## src/rtl/onedconv_bram_loader_if.sv

```systemverilog
// Sample-stream handshake plus banked BRAM write bus of the 1D conv loader.
// slave = loader side, master = upstream stream source / BRAM sink side.
interface onedconv_bram_loader_if #(
    parameter int DW             = 16,
    parameter int Dimension      = 16,
    parameter int ADDRESS_LENGTH = 13
);
    logic                      s_valid;
    logic [DW-1:0]             s_data;
    logic                      s_ready;
    logic [Dimension-1:0]      bram_ena;
    logic [Dimension-1:0]      bram_wea;
    logic [ADDRESS_LENGTH-1:0] bram_addr;
    logic [DW*Dimension-1:0]   bram_wdata;

    modport slave (
        input  s_valid, s_data,
        output s_ready, bram_ena, bram_wea, bram_addr, bram_wdata
    );

    modport master (
        output s_valid, s_data,
        input  s_ready, bram_ena, bram_wea, bram_addr, bram_wdata
    );
endinterface

```

## src/rtl/onedconv_bram_loader.sv

```systemverilog
// Streams samples into the banked input/weight BRAMs of the 1D conv engine.
// Optional LOADER_CHECKSUM_EN adds a 32-bit running sum of accepted samples.
module onedconv_bram_loader_lane #(
    parameter int DW   = 16,
    parameter int BW   = 4,
    parameter int LANE = 0
) (
    input  logic [BW-1:0] bank,
    input  logic          wr,
    input  logic [DW-1:0] data,
    output logic          en,
    output logic [DW-1:0] wd
);
    assign en = wr && (bank == BW'(LANE));
    assign wd = data;
endmodule

module onedconv_bram_loader #(
    parameter int DW             = 16,
    parameter int Dimension      = 16,
    parameter int ADDRESS_LENGTH = 13,
    parameter int CH_WIDTH       = 10
) (
    input  logic                clk,
    input  logic                rst,
    input  logic                start,
    input  logic                mode,
    input  logic [CH_WIDTH-1:0] input_channels,
    input  logic [CH_WIDTH-1:0] temporal_length,
    input  logic [4:0]          kernel_size,
    input  logic [CH_WIDTH-1:0] filter_number,
    onedconv_bram_loader_if.slave bus,
    output logic                busy,
    output logic                done,
    output logic                cfg_err,
    output logic [31:0]         checksum
);
    localparam int BW = (Dimension > 1) ? $clog2(Dimension) : 1;
    localparam int AW = ADDRESS_LENGTH + 1;

    typedef enum logic [1:0] {IDLE, LOAD, DONE} state_t;

    state_t                          state_q, state_d;
    logic                            mode_q, mode_d;
    logic [CH_WIDTH-1:0]             c_len_q, c_len_d;
    logic [CH_WIDTH-1:0]             len_q, len_d;
    logic [CH_WIDTH-1:0]             f_len_q, f_len_d;
    logic [CH_WIDTH-1:0]             i_q, i_d;
    logic [CH_WIDTH-1:0]             c_q, c_d;
    logic [CH_WIDTH-1:0]             f_q, f_d;
    logic [BW-1:0]                   bank_q, bank_d;
    logic [AW-1:0]                   base_q, base_d;
    logic [Dimension-1:0]            ena_q, ena_d;
    logic [ADDRESS_LENGTH-1:0]       addr_q, addr_d;
    logic [Dimension-1:0][DW-1:0]    wdata_q, wdata_d;
    logic                            busy_q, busy_d;
    logic                            done_q, done_d;
    logic                            err_q, err_d;

    logic                            start_ok, accept, wr, ovf, last;
    logic                            cfg_zero;
    logic [AW-1:0]                   addr_full, base_inc;
    logic [Dimension-1:0]            lane_en;
    logic [Dimension-1:0][DW-1:0]    lane_wd;

    assign start_ok  = (state_q == IDLE) && start;
    assign accept    = busy_q && bus.s_valid;
    assign addr_full = base_q + AW'(i_q);
    assign ovf       = addr_full[ADDRESS_LENGTH];
    assign wr        = accept && !ovf;
    // Once a base crosses the address space it sticks there, so later
    // addresses keep flagging overflow instead of wrapping back into range.
    assign base_inc  = base_q[ADDRESS_LENGTH] ? base_q : base_q + AW'(len_q);
    assign last      = (c_q == c_len_q - CH_WIDTH'(1)) && (i_q == len_q - CH_WIDTH'(1)) &&
                       (!mode_q || (f_q == f_len_q - CH_WIDTH'(1)));
    assign cfg_zero  = (input_channels == '0) ||
                       (mode ? ((kernel_size == '0) || (filter_number == '0))
                             : (temporal_length == '0));

    for (genvar l = 0; l < Dimension; l++) begin : g_lane
        onedconv_bram_loader_lane #(.DW(DW), .BW(BW), .LANE(l)) u_lane (
            .bank (bank_q),
            .wr   (wr),
            .data (bus.s_data),
            .en   (lane_en[l]),
            .wd   (lane_wd[l])
        );
    end

    always_comb begin
        state_d = state_q;
        mode_d  = mode_q;
        c_len_d = c_len_q;
        len_d   = len_q;
        f_len_d = f_len_q;
        i_d     = i_q;
        c_d     = c_q;
        f_d     = f_q;
        bank_d  = bank_q;
        base_d  = base_q;
        ena_d   = '0;
        addr_d  = addr_q;
        wdata_d = wdata_q;
        busy_d  = busy_q;
        done_d  = 1'b0;
        err_d   = err_q;
        unique case (state_q)
            IDLE: if (start) begin
                mode_d  = mode;
                c_len_d = input_channels;
                len_d   = mode ? CH_WIDTH'(kernel_size) : temporal_length;
                f_len_d = filter_number;
                i_d     = '0;
                c_d     = '0;
                f_d     = '0;
                bank_d  = '0;
                base_d  = '0;
                err_d   = cfg_zero;
                if (cfg_zero) begin
                    state_d = DONE;
                    done_d  = 1'b1;
                end else begin
                    state_d = LOAD;
                    busy_d  = 1'b1;
                end
            end
            LOAD: if (accept) begin
                if (wr) begin
                    ena_d   = lane_en;
                    addr_d  = addr_full[ADDRESS_LENGTH-1:0];
                    wdata_d = lane_wd;
                end else begin
                    err_d = 1'b1;
                end
                if (i_q == len_q - CH_WIDTH'(1)) begin
                    i_d = '0;
                    // End of a filter's channels starts a fresh slot row: the
                    // next filter base is the last slot base plus one K.
                    if (c_q == c_len_q - CH_WIDTH'(1)) begin
                        c_d    = '0;
                        bank_d = '0;
                        f_d    = f_q + CH_WIDTH'(1);
                        base_d = base_inc;
                    end else begin
                        c_d = c_q + CH_WIDTH'(1);
                        if (bank_q == BW'(Dimension - 1)) begin
                            bank_d = '0;
                            base_d = base_inc;
                        end else begin
                            bank_d = bank_q + BW'(1);
                        end
                    end
                end else begin
                    i_d = i_q + CH_WIDTH'(1);
                end
                if (last) begin
                    state_d = DONE;
                    busy_d  = 1'b0;
                    done_d  = 1'b1;
                end
            end
            DONE:    state_d = IDLE;
            default: state_d = IDLE;
        endcase
    end

    always_ff @(posedge clk) begin
        if (rst) begin
            state_q <= IDLE;
            mode_q  <= 1'b0;
            c_len_q <= '0;
            len_q   <= '0;
            f_len_q <= '0;
            i_q     <= '0;
            c_q     <= '0;
            f_q     <= '0;
            bank_q  <= '0;
            base_q  <= '0;
            ena_q   <= '0;
            addr_q  <= '0;
            wdata_q <= '0;
            busy_q  <= 1'b0;
            done_q  <= 1'b0;
            err_q   <= 1'b0;
        end else begin
            state_q <= state_d;
            mode_q  <= mode_d;
            c_len_q <= c_len_d;
            len_q   <= len_d;
            f_len_q <= f_len_d;
            i_q     <= i_d;
            c_q     <= c_d;
            f_q     <= f_d;
            bank_q  <= bank_d;
            base_q  <= base_d;
            ena_q   <= ena_d;
            addr_q  <= addr_d;
            wdata_q <= wdata_d;
            busy_q  <= busy_d;
            done_q  <= done_d;
            err_q   <= err_d;
        end
    end

`ifdef LOADER_CHECKSUM_EN
    logic [31:0] sum_q, sum_d;

    always_comb begin
        sum_d = sum_q;
        if (start_ok)    sum_d = '0;
        else if (accept) sum_d = sum_q + 32'(bus.s_data);
    end

    always_ff @(posedge clk) begin
        if (rst) sum_q <= '0;
        else     sum_q <= sum_d;
    end

    assign checksum = sum_q;
`else
    assign checksum = '0;
`endif

    assign bus.s_ready    = busy_q;
    assign bus.bram_ena   = ena_q;
    assign bus.bram_wea   = ena_q;
    assign bus.bram_addr  = addr_q;
    assign bus.bram_wdata = wdata_q;
    assign busy           = busy_q;
    assign done           = done_q;
    assign cfg_err        = err_q;
endmodule

```

## src/flat_wrapper.sv

```systemverilog
// flat-port wrapper written by rule: the top's interface ports become plain ports
module onedconv_bram_loader_flat 
#(
    parameter int DW             = 16,
    parameter int Dimension      = 16,
    parameter int ADDRESS_LENGTH = 13,
    parameter int CH_WIDTH       = 10
)
  (clk, rst, start, mode, input_channels, temporal_length, kernel_size, filter_number, busy, done, cfg_err, checksum, bus_s_valid, bus_s_data, bus_s_ready, bus_bram_ena, bus_bram_wea, bus_bram_addr, bus_bram_wdata);
  onedconv_bram_loader_if #(.DW(DW), .Dimension(Dimension), .ADDRESS_LENGTH(ADDRESS_LENGTH)) bus_i ();
  input  logic clk;
  input  logic rst;
  input  logic start;
  input  logic mode;
  input  logic [CH_WIDTH-1:0] input_channels;
  input  logic [CH_WIDTH-1:0] temporal_length;
  input  logic [4:0] kernel_size;
  input  logic [CH_WIDTH-1:0] filter_number;
  output logic busy;
  output logic done;
  output logic cfg_err;
  output logic [31:0] checksum;
  input wire logic [$bits(bus_i.s_valid)-1:0] bus_s_valid;
  input wire logic [$bits(bus_i.s_data)-1:0] bus_s_data;
  output wire logic [$bits(bus_i.s_ready)-1:0] bus_s_ready;
  output wire logic [$bits(bus_i.bram_ena)-1:0] bus_bram_ena;
  output wire logic [$bits(bus_i.bram_wea)-1:0] bus_bram_wea;
  output wire logic [$bits(bus_i.bram_addr)-1:0] bus_bram_addr;
  output wire logic [$bits(bus_i.bram_wdata)-1:0] bus_bram_wdata;
  assign bus_i.s_valid = bus_s_valid;
  assign bus_i.s_data = bus_s_data;
  assign bus_s_ready = bus_i.s_ready;
  assign bus_bram_ena = bus_i.bram_ena;
  assign bus_bram_wea = bus_i.bram_wea;
  assign bus_bram_addr = bus_i.bram_addr;
  assign bus_bram_wdata = bus_i.bram_wdata;
  onedconv_bram_loader #(.DW(DW), .Dimension(Dimension), .ADDRESS_LENGTH(ADDRESS_LENGTH), .CH_WIDTH(CH_WIDTH)) u_core (.clk(clk), .rst(rst), .start(start), .mode(mode), .input_channels(input_channels), .temporal_length(temporal_length), .kernel_size(kernel_size), .filter_number(filter_number), .bus(bus_i), .busy(busy), .done(done), .cfg_err(cfg_err), .checksum(checksum));
endmodule
```

## config.mk

```make
export PLATFORM = sky130hd
export DESIGN_NAME = onedconv_bram_loader_flat
export DESIGN_NICKNAME = d
export VERILOG_FILES = /design/src/rtl/onedconv_bram_loader_if.sv /design/src/rtl/onedconv_bram_loader.sv /design/src/flat_wrapper.sv
export SDC_FILE = /design/constraint.sdc
export NUM_CORES = 1
export LEC_CHECK = 0
export ABC_AREA = 1
export BUFFER_PORTS_ARGS = -buffer_cell sky130_fd_sc_hd__buf_2
export CAP_MARGIN = 0
export CORE_AREA = 4 4 160 162
export CTS_BUF_LIST = sky130_fd_sc_hd__clkbuf_8 sky130_fd_sc_hd__clkbuf_16
export DETAILED_ROUTE_END_ITERATION = 7
export DIE_AREA = 0 0 164 166
export HOLD_SLACK_MARGIN = 0.02
export PLACE_DENSITY = 0.74
export SLEW_MARGIN = 10
export SYNTH_ARGS = -nofsm -noshare
export SYNTH_HDL_FRONTEND = slang
export SYNTH_SLANG_ARGS = --single-unit
```

## constraint.sdc

```tcl
create_clock -name clk -period 4.16 [get_ports clk]
set_input_delay 0.832 -clock clk [delete_from_list [all_inputs] [get_ports clk]]
set_output_delay 0.832 -clock clk [all_outputs]
set_load 0.02 [all_outputs]
```

==> reports/results.txt <==
final wirelength: 28000 um
DR vias/cell: 4.76
Post-synth ARST share: 0
post-synthesis cell area: 9610 um^2
CP Buf/Inv Count: 1
Die H: 166 um
cell-by-cell trace of the critical path: inv_1, ha_1, nand2_1, nor2_1, nand3_1, nand2_1, nand2_1, nor2_1, nand2_2, a21oi_4, nand2_1, nand2_1, nor2_1
cell area after layout: 10300 um^2
IO Count: 393
core region area: 24100 um^2
clk sinks: 129
nets: 1581
status: finished clean
Final Max Tran Viols: 0
worst-margin pin slew: 0.847 ns
CP endpoint kind: flop
clk slew on worst S/H paths: 0.06 ns
sequential fraction of the synthesis area: 0.269
clk_skew: 0.0122 ns
first-pass GRT wire length: 42200 um
Initial Util: 0.399
P_leak: 0.00546 uW
starting DRC count in detailed routing: 551
Yosys cell types: 45
number of setup violations in the final report: 0
die width: 164 um
Final HPWL DP: 22500 um
synthesized instance count: 1398
crit path launch type: flop
Synth Flop Type: dfxtp_1
CTS tree: built
DR pass1 iterations: 5
Tcrit/Tclk final: 0.774
GPL Wtd Cong: 0.893
Crit path arrival time: 3.52 ns
GRT overflow: 0
average size of a mapped cell: 6.87 um^2
vias in the first global route: 7777
Max Fclk: 0.311 GHz
Slowest cell on crit path: a21oi_4
initial antenna violation count: 0
Critical Path Max Stage Delay: 0.48 ns
minimum clock period: 3.22 ns
# hold bufs at CTS: 0
Synthesis Warnings: 0
worst setup margin: 0.940 ns
placed cells: 1798
Global Route Usage Sum: 0.194
Die Footprint: 27200 um^2
Post-CTS Setup Repair Bufs: 0
worst slack, placed: 0.824 ns
number of flops mapped to enable cells by yosys: 0
most frequent CP cell: nand2_1
buffers added on ports: 360
Non-Filler Instances: 1831
clock latency on the worst-skew pair: 0.43 ns
layout cells sized above 1: 0.286
peak supply drop: 0.269 mV
DRC errors left: 0
number of cell rows: 57
Root Driver: clkbuf_16
Hold Vio Cnt, Final: 0
H-tree depth: 4
Num CTS Buffers: 17
clock buffer depth: 2
Vias: 8721
worst-path maximum fanout: 17
synthesis-to-finish area growth: 6.94%
number of max-cap violations: 0
ANT nets after route: 0
CP Data Required Time: 4.46 ns
flops & latches, synth: 129
critical path's top delay family: simple AND/OR/NAND/NOR gates
cell area power density: 364 nW/um^2
setup TNS: 0 ns
post-CTS sizing: 0
Setup CP Type: flop to flop
worst min path class: flop to flop
utilization after layout: 0.426
slew margin rel.: 0.435
pin count of the biggest net entering global routing: 51
area of placed instances: 9670 um^2
drt wl/cell: 15.3 um
RSZ-0062 raised after global routing: no
## per-stage QoR
| stage | hold slack [ns] | power, uW |
|---|---|---|
| 2_1_floorplan | 0.448 | 2090 |
| 3_3_place_gp | 0.461 | 2190 |
| 3_5_place_dp | 0.460 | 2200 |
| 4_1_cts | 0.472 | 3760 |
| 5_1_grt | 0.512 | 3910 |
| 6_report | 0.468 | 3740 |
## cell type report
cell class / count / area (um^2)
flip-flops and latches: 129 / 2580
multi-input cells: 870 / 4420
inverters: 109 / 409
repair buffers: 366 / 1850
well taps: 324 / 405
clock buffers: 17 / 425
diodes: 1 / 2.50
fillers: 2525 / 13800
clock inverters: 15 / 183
## layer usage
metal / track usage / vias up / wire, um / part of all wire
met2: 0.331 / 312 / 13500 / 0.48
met4: 0.0470 / 0 / 411 / 0.015
met3: 0.0343 / 34 / 1800 / 0.064
met1: 0.255 / 3997 / 12300 / 0.44
li1: - / 4378 / - / -
met5: 0 / - / 0 / 0
## worst register-to-register path: stages (launching register included)
cell and delay [ns]:
dfxtp_1 0.35, inv_1 0.17, ha_1 0.32, nand2_1 0.16, nor2_1 0.20, nand3_1 0.10, nand2_1 0.10, nand2_1 0.06
nor2_1 0.14, nand2_2 0.15, a21oi_4 0.48, nand2_1 0.40, nand2_1 0.39, nor2_1 0.09
## sequential cells by signal, indices dropped and copies added (netlist names)
name and count:
u_core.bus.bram_ena 16, u_core.bus.bram_wdata 16, u_core.base_q 14, u_core.bus.bram_addr 13, u_core.c_len_q 10, u_core.c_q 10
u_core.f_len_q 10, u_core.f_q 10, u_core.i_q 10, u_core.len_q 10, u_core.bank_q 4, u_core.state_q 2
u_core.bus.s_ready 1, u_core.cfg_err 1, u_core.done 1, u_core.mode_q 1
## power by group
part / switching (uW) / leakage (uW) / internal (uW)
registers: 77.7 / 0.00105 / 1290
clock network: 602 / 0.000303 / 950
logic: 560 / 0.00411 / 257
total: 1240 / 0.00546 / 2500
## path summary, 6_finish.rpt
check | from | endpoint | slack [ns] | cells past startpoint
min | u_core.bus.bram_addr[12]$_SDFFE_PP0P_ | u_core.bus.bram_addr[12]$_SDFFE_PP0P_ | 0.47 | 2
max reg2reg | u_core.len_q[0]$_SDFFE_PP0P_ | u_core.bank_q[1]$_SDFFE_PP0P_ | 0.94 | 13
min reg2reg | u_core.bus.bram_addr[12]$_SDFFE_PP0P_ | u_core.bus.bram_addr[12]$_SDFFE_PP0P_ | 0.47 | 2
max | u_core.len_q[0]$_SDFFE_PP0P_ | u_core.bank_q[1]$_SDFFE_PP0P_ | 0.94 | 13
## synth_stat cells, types with 3 or more instances
cell	count	area share
nor4_1	5	0.0033
o21bai_1	3	0.0023
a21o_1	5	0.0039
nor3_1	15	0.0078
nor2_4	3	0.0035
ha_1	30	0.039
nor2_2	5	0.0033
clkbuf_1	20	0.0078
a22oi_1	3	0.0023
a21oi_1	71	0.037
nand3_2	3	0.0031
buf_1	3	0.0012
nor2_1	174	0.068
dfxtp_1	129	0.27
xor2_1	29	0.026
a31oi_1	6	0.0039
nand2_1	243	0.095
buf_4	291	0.23
xnor2_1	19	0.017
nand3_1	91	0.047
nand4_1	25	0.016
or2_2	9	0.0059
nor3b_1	3	0.0023
nand2_2	4	0.0026
o21ai_0	73	0.038
inv_2	4	0.0016
buf_2	6	0.0031
inv_1	104	0.041
## placed cells by master, fill, tap and decap left out, types with 19 or more instances in the layout
cell,n
buf_2,360
nand2_1,243
nor2_1,174
dfxtp_1,129
inv_1,105
nand3_1,91
o21ai_0,73
a21oi_1,71
conb_1,32
ha_1,30
xor2_1,29
nand4_1,25
xnor2_1,19
## cells by family (layout without fill, tap and decap cells)
logic type	after synthesis	after routing	share of synthesized area
DFF	129	129	0.269
AOI/OAI and AO/OA	171	171	0.0962
buffers and inverters	430	507	0.283
adders and majority gates	32	32	0.0432
xor gates and xnor gates	48	48	0.0437
and+or+nand+nor	587	587	0.264
other	1	33	0.000390
Note: power is estimated with default switching activity, not from simulation.
